### src/rtl/mult_hilo_if.sv
// Request/result bundle between ALU control and the HI/LO multiply unit.
// master = issuing pipeline side, slave = mult_hilo_unit.
interface mult_hilo_if #(
  parameter int WIDTH = 32
) ();
  logic             start;
  logic [3:0]       op;
  logic [WIDTH-1:0] a;
  logic [WIDTH-1:0] b;
  logic             rd_sel;
  logic [WIDTH-1:0] rd_data;
  logic             busy;
  logic             done;
  logic [WIDTH-1:0] hi;
  logic [WIDTH-1:0] lo;

  modport master (
    output start, op, a, b, rd_sel,
    input  rd_data, busy, done, hi, lo
  );

  modport slave (
    input  start, op, a, b, rd_sel,
    output rd_data, busy, done, hi, lo
  );
endinterface

### src/rtl/mult_hilo_unit.sv
// Sequential shift-add unsigned multiplier committing into HI/LO (multu, maddu).
// Define MULT_MADDU_EN to build the maddu accumulate path; otherwise only multu is accepted.
module mult_hilo_unit #(
  parameter int         WIDTH    = 32,
  parameter logic [3:0] OP_MULTU = 4'b1010,
  parameter logic [3:0] OP_MADDU = 4'b1011
) (
  input logic       clk,
  input logic       rst,
  mult_hilo_if.slave bus
);
  localparam int CW = $clog2(WIDTH + 1);

  typedef enum logic [1:0] {IDLE, RUN, COMMIT} state_t;

  state_t             state, state_nxt;
  logic [WIDTH-1:0]   mcand, mplier, hi, lo;
  logic [2*WIDTH:0]   prod;
  logic [CW-1:0]      cnt;
  logic [WIDTH:0]     sum;
  logic               done_q, op_ok, accept, last;
`ifdef MULT_MADDU_EN
  logic               acc;
`endif

  always_comb begin
    op_ok = (bus.op == OP_MULTU);
`ifdef MULT_MADDU_EN
    op_ok = op_ok | (bus.op == OP_MADDU);
`endif
  end

  assign accept = bus.start && op_ok && (state == IDLE);
  assign last   = (cnt == CW'(WIDTH - 1));
  // Top WIDTH+1 bits of the partial product absorb the adder carry.
  assign sum    = prod[2*WIDTH:WIDTH] + (mplier[0] ? {1'b0, mcand} : '0);

  always_ff @(posedge clk) begin
    if (rst) state <= IDLE;
    else     state <= state_nxt;
  end

  always_comb begin
    state_nxt = state;
    case (state)
      IDLE:    if (accept) state_nxt = RUN;
      RUN:     if (last)   state_nxt = COMMIT;
      COMMIT:  state_nxt = IDLE;
      default: state_nxt = IDLE;
    endcase
  end

  always_ff @(posedge clk) begin
    if (rst) begin
      mcand  <= '0;
      mplier <= '0;
      prod   <= '0;
      cnt    <= '0;
      hi     <= '0;
      lo     <= '0;
      done_q <= 1'b0;
`ifdef MULT_MADDU_EN
      acc    <= 1'b0;
`endif
    end else begin
      done_q <= 1'b0;
      case (state)
        IDLE: if (accept) begin
          mcand  <= bus.a;
          mplier <= bus.b;
          prod   <= '0;
          cnt    <= '0;
`ifdef MULT_MADDU_EN
          acc    <= (bus.op == OP_MADDU);
`endif
        end
        RUN: begin
          prod   <= {1'b0, sum, prod[WIDTH-1:1]};
          mplier <= mplier >> 1;
          cnt    <= cnt + CW'(1);
        end
        COMMIT: begin
`ifdef MULT_MADDU_EN
          if (acc) {hi, lo} <= {hi, lo} + prod[2*WIDTH-1:0];
          else     {hi, lo} <= prod[2*WIDTH-1:0];
`else
          {hi, lo} <= prod[2*WIDTH-1:0];
`endif
          done_q <= 1'b1;
        end
        default: ;
      endcase
    end
  end

  assign bus.busy    = (state != IDLE);
  assign bus.done    = done_q;
  assign bus.hi      = hi;
  assign bus.lo      = lo;
  assign bus.rd_data = bus.rd_sel ? hi : lo;
endmodule

### src/flat_wrapper.sv
// flat-port wrapper written by rule: the top's interface ports become plain ports
module mult_hilo_unit_flat 
#(
  parameter int         WIDTH    = 32,
  parameter logic [3:0] OP_MULTU = 4'b1010,
  parameter logic [3:0] OP_MADDU = 4'b1011
)
  (clk, rst, bus_start, bus_op, bus_a, bus_b, bus_rd_sel, bus_rd_data, bus_busy, bus_done, bus_hi, bus_lo);
  mult_hilo_if #(.WIDTH(WIDTH)) bus_i ();
  input logic clk;
  input logic rst;
  input wire logic [$bits(bus_i.start)-1:0] bus_start;
  input wire logic [$bits(bus_i.op)-1:0] bus_op;
  input wire logic [$bits(bus_i.a)-1:0] bus_a;
  input wire logic [$bits(bus_i.b)-1:0] bus_b;
  input wire logic [$bits(bus_i.rd_sel)-1:0] bus_rd_sel;
  output wire logic [$bits(bus_i.rd_data)-1:0] bus_rd_data;
  output wire logic [$bits(bus_i.busy)-1:0] bus_busy;
  output wire logic [$bits(bus_i.done)-1:0] bus_done;
  output wire logic [$bits(bus_i.hi)-1:0] bus_hi;
  output wire logic [$bits(bus_i.lo)-1:0] bus_lo;
  assign bus_i.start = bus_start;
  assign bus_i.op = bus_op;
  assign bus_i.a = bus_a;
  assign bus_i.b = bus_b;
  assign bus_i.rd_sel = bus_rd_sel;
  assign bus_rd_data = bus_i.rd_data;
  assign bus_busy = bus_i.busy;
  assign bus_done = bus_i.done;
  assign bus_hi = bus_i.hi;
  assign bus_lo = bus_i.lo;
  mult_hilo_unit #(.WIDTH(WIDTH), .OP_MULTU(OP_MULTU), .OP_MADDU(OP_MADDU)) u_core (.clk(clk), .rst(rst), .bus(bus_i));
endmodule
### config.mk
export PLATFORM = sky130hd
export DESIGN_NAME = mult_hilo_unit_flat
export DESIGN_NICKNAME = d
export VERILOG_FILES = /design/src/rtl/mult_hilo_if.sv /design/src/rtl/mult_hilo_unit.sv /design/src/flat_wrapper.sv
export SDC_FILE = /design/constraint.sdc
export NUM_CORES = 1
export LEC_CHECK = 0
export ABC_AREA = 0
export BUFFER_PORTS_ARGS = -buffer_cell sky130_fd_sc_hd__clkbuf_2
export CAP_MARGIN = 15
export CORE_MARGIN = 3
export CORE_UTILIZATION = 50
export CTS_CLUSTER_DIAMETER = 60
export DETAILED_ROUTE_END_ITERATION = 10
export PLACE_DENSITY_LB_ADDON = 0.08
export SKIP_LAST_GASP = 1
export SLEW_MARGIN = 5
export SYNTH_ARGS = -nofsm -noshare
export SYNTH_HDL_FRONTEND = slang
export SYNTH_SLANG_ARGS = --single-unit
### constraint.sdc
create_clock -name clk -period 2.6 [get_ports clk]
set_input_delay 0.13 -clock clk [delete_from_list [all_inputs] [get_ports clk]]
set_output_delay 0.13 -clock clk [all_outputs]
set_load 0.03 [all_outputs]
-- Word level (Yosys, flattened, before mapping)
Index checks and enable logic that the tools add are counted.
- output and inout bits: 98
- input port bits: 72
- register bits after elaboration: 202
- logic and storage cells: 36
- reductions and logical operators: 8
- equality and inequality tests: 6
- add/subtract/negate cells: 2
- mux-type cells: 12
- operators by type and width (kind ; count):
    $pmux W65 S2 ; 1
    $mux W32 ; 3
    $mux W65 ; 1
    $pmux W32 S2 ; 1
    $add A33 B33 Y33 ; 1
    $pmux W6 S2 ; 1
    $add A6 B1 Y6 const B ; 1
    $eq A6 B5 Y1 const B ; 1
    $mux W6 ; 1
    $reduce_and A2 Y1 ; 3
    $eq A4 B4 Y1 const B ; 1
    $mux W2 ; 2
    $ne A2 B1 Y1 const B ; 2
    $pmux W2 S2 ; 1
    $reduce_bool A2 Y1 ; 2
    $eq A2 B1 Y1 const B ; 1
    $eq A2 B2 Y1 const B ; 1
    $logic_and A1 B1 Y1 ; 2
    $logic_not A2 Y1 ; 1
    $mux W1 ; 1

-- Depth between registers and ports, before layout
- depth in word-level cells: 5
- mapped depth: 11
- mapped depth without buffers: 11

-- Least setup slack after synthesis
Ideal clock, no wire load.
- kind: register to register
- start: register u_core.mplier[0]
- end: register u_core.prod[54]
- clock period less this slack: 2.763 ns
- setup time: 0.127 ns
- data arrival time: 2.635 ns
- path buffers: 1
- path slack: -0.163 ns
- cell stages (with the launch flop): 11
- required time: 2.473 ns
- cells stage by stage: dfxtp_1 > clkbuf_1 > and2_1 > ha_1 > and2_2 > a221oi_2 > and4b_4 > o21ai_4 > o21ai_2 > mux2_1 > or3b_1
- cells in the longest elaborated chain, start to end: 3
- ends and longest elaborated chain (what ; line ; source):
    start: declaration ; mult_hilo_unit.sv:17 ; logic [WIDTH-1:0] mcand, mplier, hi, lo;
    start signal: assignment ; mult_hilo_unit.sv:70 ; mplier <= bus.b;
    start signal: assignment ; mult_hilo_unit.sv:79 ; mplier <= mplier >> 1;
    $mux W32 ; mult_hilo_unit.sv:36 ; assign sum = prod[2*WIDTH:WIDTH] + (mplier[0] ? {1'b0, mcand} : '0);
    $add A33 B33 Y33 ; mult_hilo_unit.sv:36 ;
    $pmux W65 S2 ; mult_hilo_unit.sv:67 ; case (state)
    end signal: assignment ; mult_hilo_unit.sv:78 ; prod <= {1'b0, sum, prod[WIDTH-1:1]};
    end: declaration ; mult_hilo_unit.sv:18 ; logic [2*WIDTH:0] prod;
No other way between the ends.
A chain may end at the register's enable or synchronous reset.

-- Worst setup path in the final report
Same ends and word-level chain as after synthesis.

==> key figures <==
Outcome
  – Run status: finished, final reports clean

Clock tree
  – CTS tree: yes
  – CTS Buf Count: 23
  – Clock Latency Late Sink: about 0.51 ns
  – Root buffer cell: clkbuf_16
  – Clock Tree Buf Depth: 3
  – H-Tree Depth: 1
  – CTS sink cnt: 201
  – Clk slew on worst S/H paths: 0.06 ns

Yosys
  – Number of synthesized register bits: 201
  – Synth Warn #: 0
  – Post-Syn Instances: 1153
  – EDFF count, synth: 0
  – Ys flop type: dfxtp_1
  – Unique masters post-synth: a little over 60
  – Synthesized Nets: between 1000 and 1500
  – Most frequent cell after synthesis: nand2_1
  – Top post-synthesis cells by area: dfxtp_1 43%, nand2_1 10%, a21oi_1 7.5%
  – Sequential fraction of the synthesis area: between 40% and 50%
  – Most frequent cells after synthesis: 254 x nand2_1, 201 x dfxtp_1, 139 x a21oi_1
  – Avg Cell Area, Syn: about 8 sq um
  – Synth area leader: dfxtp_1
  – Syn Std Cell Area: between 9000 and 10000 sq um
  – Share of the synthesized area in the top cell type: around 43%
  – Fraction of registers with async set/reset: 0%

Floorplanning
  – # rows: between 40 and 50
  – Initial Utilization: approximately half
  – Core footprint: roughly 18000 sq um
  – Die span in x: about 140 microns
  – # IOs: between 150 and 200
  – Die area: between 20000 and 25000 sq um
  – Die height: 142 microns

Critical path
  – Crit path arrival time: between 2 and 3 ns
  – Critical path, cell by cell: buf_6 > and2_1 > ha_1 > a21o_1 > a211o_2 > o22ai_4 > nor3_4 > o21ai_4 > mux2_4 > or3b_1
  – Crit path launch type: flop
  – Critical path's slowest cell: dfxtp_4
  – Setup CP Type: reg -> reg
  – CP delay by family, top: compound AO/OA/AOI/OAI gates
  – Worst EP required: 3.00 ns
  – Worst stage delay on the critical path: 0.37 ns
  – Crit. End Element: flop
  – Worst-path fanout max: 8
  – Critical path buffer and inverter count: 1

Global routing
  – Overall routing resource usage: ~24%
  – Largest net degree at the start of global routing: ~80
  – Vias in the first global route: 7989
  – Grt total ovfl: 0
  – First-pass GRT wire length: between 40 and 50 mm
  – Initial antenna violation count: 0

Timing
  – RSZ-0062 raised after global routing: yes
  – Worst Skew: between 0.007 and 0.008 ns
  – Slew Viols, Final: 0
  – Slew HR: 44.6%
  – Peak Freq: ~400 MHz
  – Setup TNS: 0 ns
  – Final Setup Violations: 0
  – Final hold slack: around 0.027 ns
  – Tcrit/Tclk final: 97.0%
  – Final min period: approximately 2.5 ns
  – Fin. Hold Viols: 0
  – Slew of the pin with the lowest slew margin: about 0.83 ns

Power
  – Total power: just under 7 mW
  – Worst vdd ir: between 0.4 and 0.5 mV
  – Power per cell area: 552 nW/um^2
  – Leakage: 5.27 nW

Cells and area
  – Layout cell share with drive strength beyond 1: 25.0%
  – # fillers: approximately 1600
  – Ant diodes: 0
  – Area of the multi-input gates: 5170 sq um
  – Nets: around 1500
  – P&R area growth vs syn: 33.4%
  – Final std cells w/o fill: roughly 1700
  – Register area: slightly above 4000 sq um

Route
  – Detail Route Antenna Nets: 0
  – Total wire length: between 20 and 30 mm
  – WL per Instance: approximately 15 microns
  – Residual DRC: 0
  – Drt first-iter violations: roughly 530
  – Drt pass-1 iters: 5
  – Vias per cell: around 5.3
  – Vias: approximately 8700

Job
  – Maximum capacitance violations: 0

Placement
  – Post-detail-place hpwl: approximately 18 mm
  – RePlAce Congestion: a little over 0.9
  – Placed insts: 1545
  – PortBufs: between 150 and 200

Min path
  – Worst Hold Class: in -> reg
## kinds of logic after synthesis
family / after synthesis / synth area share, %
AO/OA/AOI/OAI: 271 / 18.1
XOR/XNOR: 23 / 2.17
adder cells (fa/ha/maj): 34 / 4.67
buffers and inverters: 82 / 3.32
flip-flops: 201 / 43.4
multiplexers: 36 / 4.35
AND/OR/NAND/NOR: 506 / 23.9
## registers in the layout, summed over array words and instances, names as in the netlist
name             count
u_core.bus.done      1
u_core.bus.hi       32
u_core.bus.lo       32
u_core.cnt           6
u_core.mcand        32
u_core.mplier       32
u_core.prod         64
u_core.state         2
## through the flow
| step | cell area [sq um] | setup WS (ns) | util [%] |
|---|---|---|---|
| 3_3_place_gp | 10700 | -0.0694 | 59.3 |
| 3_5_place_dp | 10700 | -0.170 | 59.3 |
| 4_1_cts | 12200 | 0.0192 | 67.4 |
| 2_1_floorplan | 9320 | 0.00117 | - |
| 5_1_grt | 12400 | -0.0330 | 68.4 |
| 6_report | 12400 | 0.0777 | 68.4 |
## timing repair
item / 4_1_cts / 5_1_grt
setup buffers: 0 / 2
pin swaps: 0 / 15
setup endpoints to repair: 19 / 16
hold buffers: 64 / 0
hold endpoints to repair: 64 / 0
gates resized for setup: 5 / 37
## worst reg2reg max path, delay by kind of cell, from the launching register on
kind,cells,cell delay (ns)
buffers and inverters,1,0.14
adders and majority gates,1,0.29
DFF,1,0.37
and+or+nand+nor,3,0.57
AOI/OAI and AO/OA,4,0.73
muxes,1,0.31
## per-layer routing
| layer | wire length [microns] | GRT usage, % | up-vias |
|---|---|---|---|
| met5 | 0 | 0 | - |
| met4 | 507 | 5.45 | 0 |
| met3 | 1370 | 3.23 | 27 |
| met2 | 10500 | 35.5 | 256 |
| met1 | 13000 | 37.6 | 3973 |
| li1 | - | - | 4491 |
## layout by cell type (no fill, tap or decap), types with 3 or more instances in the layout
master and n:
ha_1 23, nand4_1 5, nor3_1 8, clkbuf_2 168, a22o_1 35, dfxtp_1 200
and3_1 4, clkbuf_1 3, clkbuf_8 5, inv_1 9, nand2_1 251, xor2_1 14
a21oi_1 134, nor2b_1 4, nand3_1 14, dlygate4sd3_1 64, mux2_2 33, clkbuf_16 23
buf_4 66, o21ai_1 5, a21oi_2 7, nand2_2 3, o21bai_1 4, o21ai_0 30
bufinv_16 3, and2_4 3, o21ai_2 3, and2_1 30, a21o_1 11, nor4_1 34
a31oi_1 9, a22oi_1 3, ha_4 8, o21a_1 3, nand2b_1 4, nor2_1 128
xnor2_1 9
## layout make-up
type,count,area share [%]
Tap cell,229,2.32
Sequential cell,201,32.6
Inverter,9,0.273
Multi-Input combinational cell,870,41.9
Timing Repair Buffer,302,16.5
Clock buffer,31,5.30
Clock inverter,8,1.17
## power by group
group	total [mW]	internal (mW)	switching (mW)
registers	3.13	3.11	0.0167
clock network	3.40	2.08	1.32
logic	0.298	0.148	0.150
## worst paths after layout
kind | from | endpoint | slack [ns] | cells past startpoint
worst max-delay path | u_core.mplier[0]$_SDFFE_PP0P_ | u_core.prod[54]$_SDFFE_PP0P_ | 0.08 | 10
worst min-delay path | rst | u_core.mcand[8]$_SDFFE_PP0P_ | 0.03 | 2
worst max register to register | u_core.mplier[0]$_SDFFE_PP0P_ | u_core.prod[54]$_SDFFE_PP0P_ | 0.08 | 10
worst min register to register | u_core.mcand[19]$_SDFFE_PP0P_ | u_core.mcand[19]$_SDFFE_PP0P_ | 0.45 | 2
No activity file was read; power rests on OpenSTA's default activity.
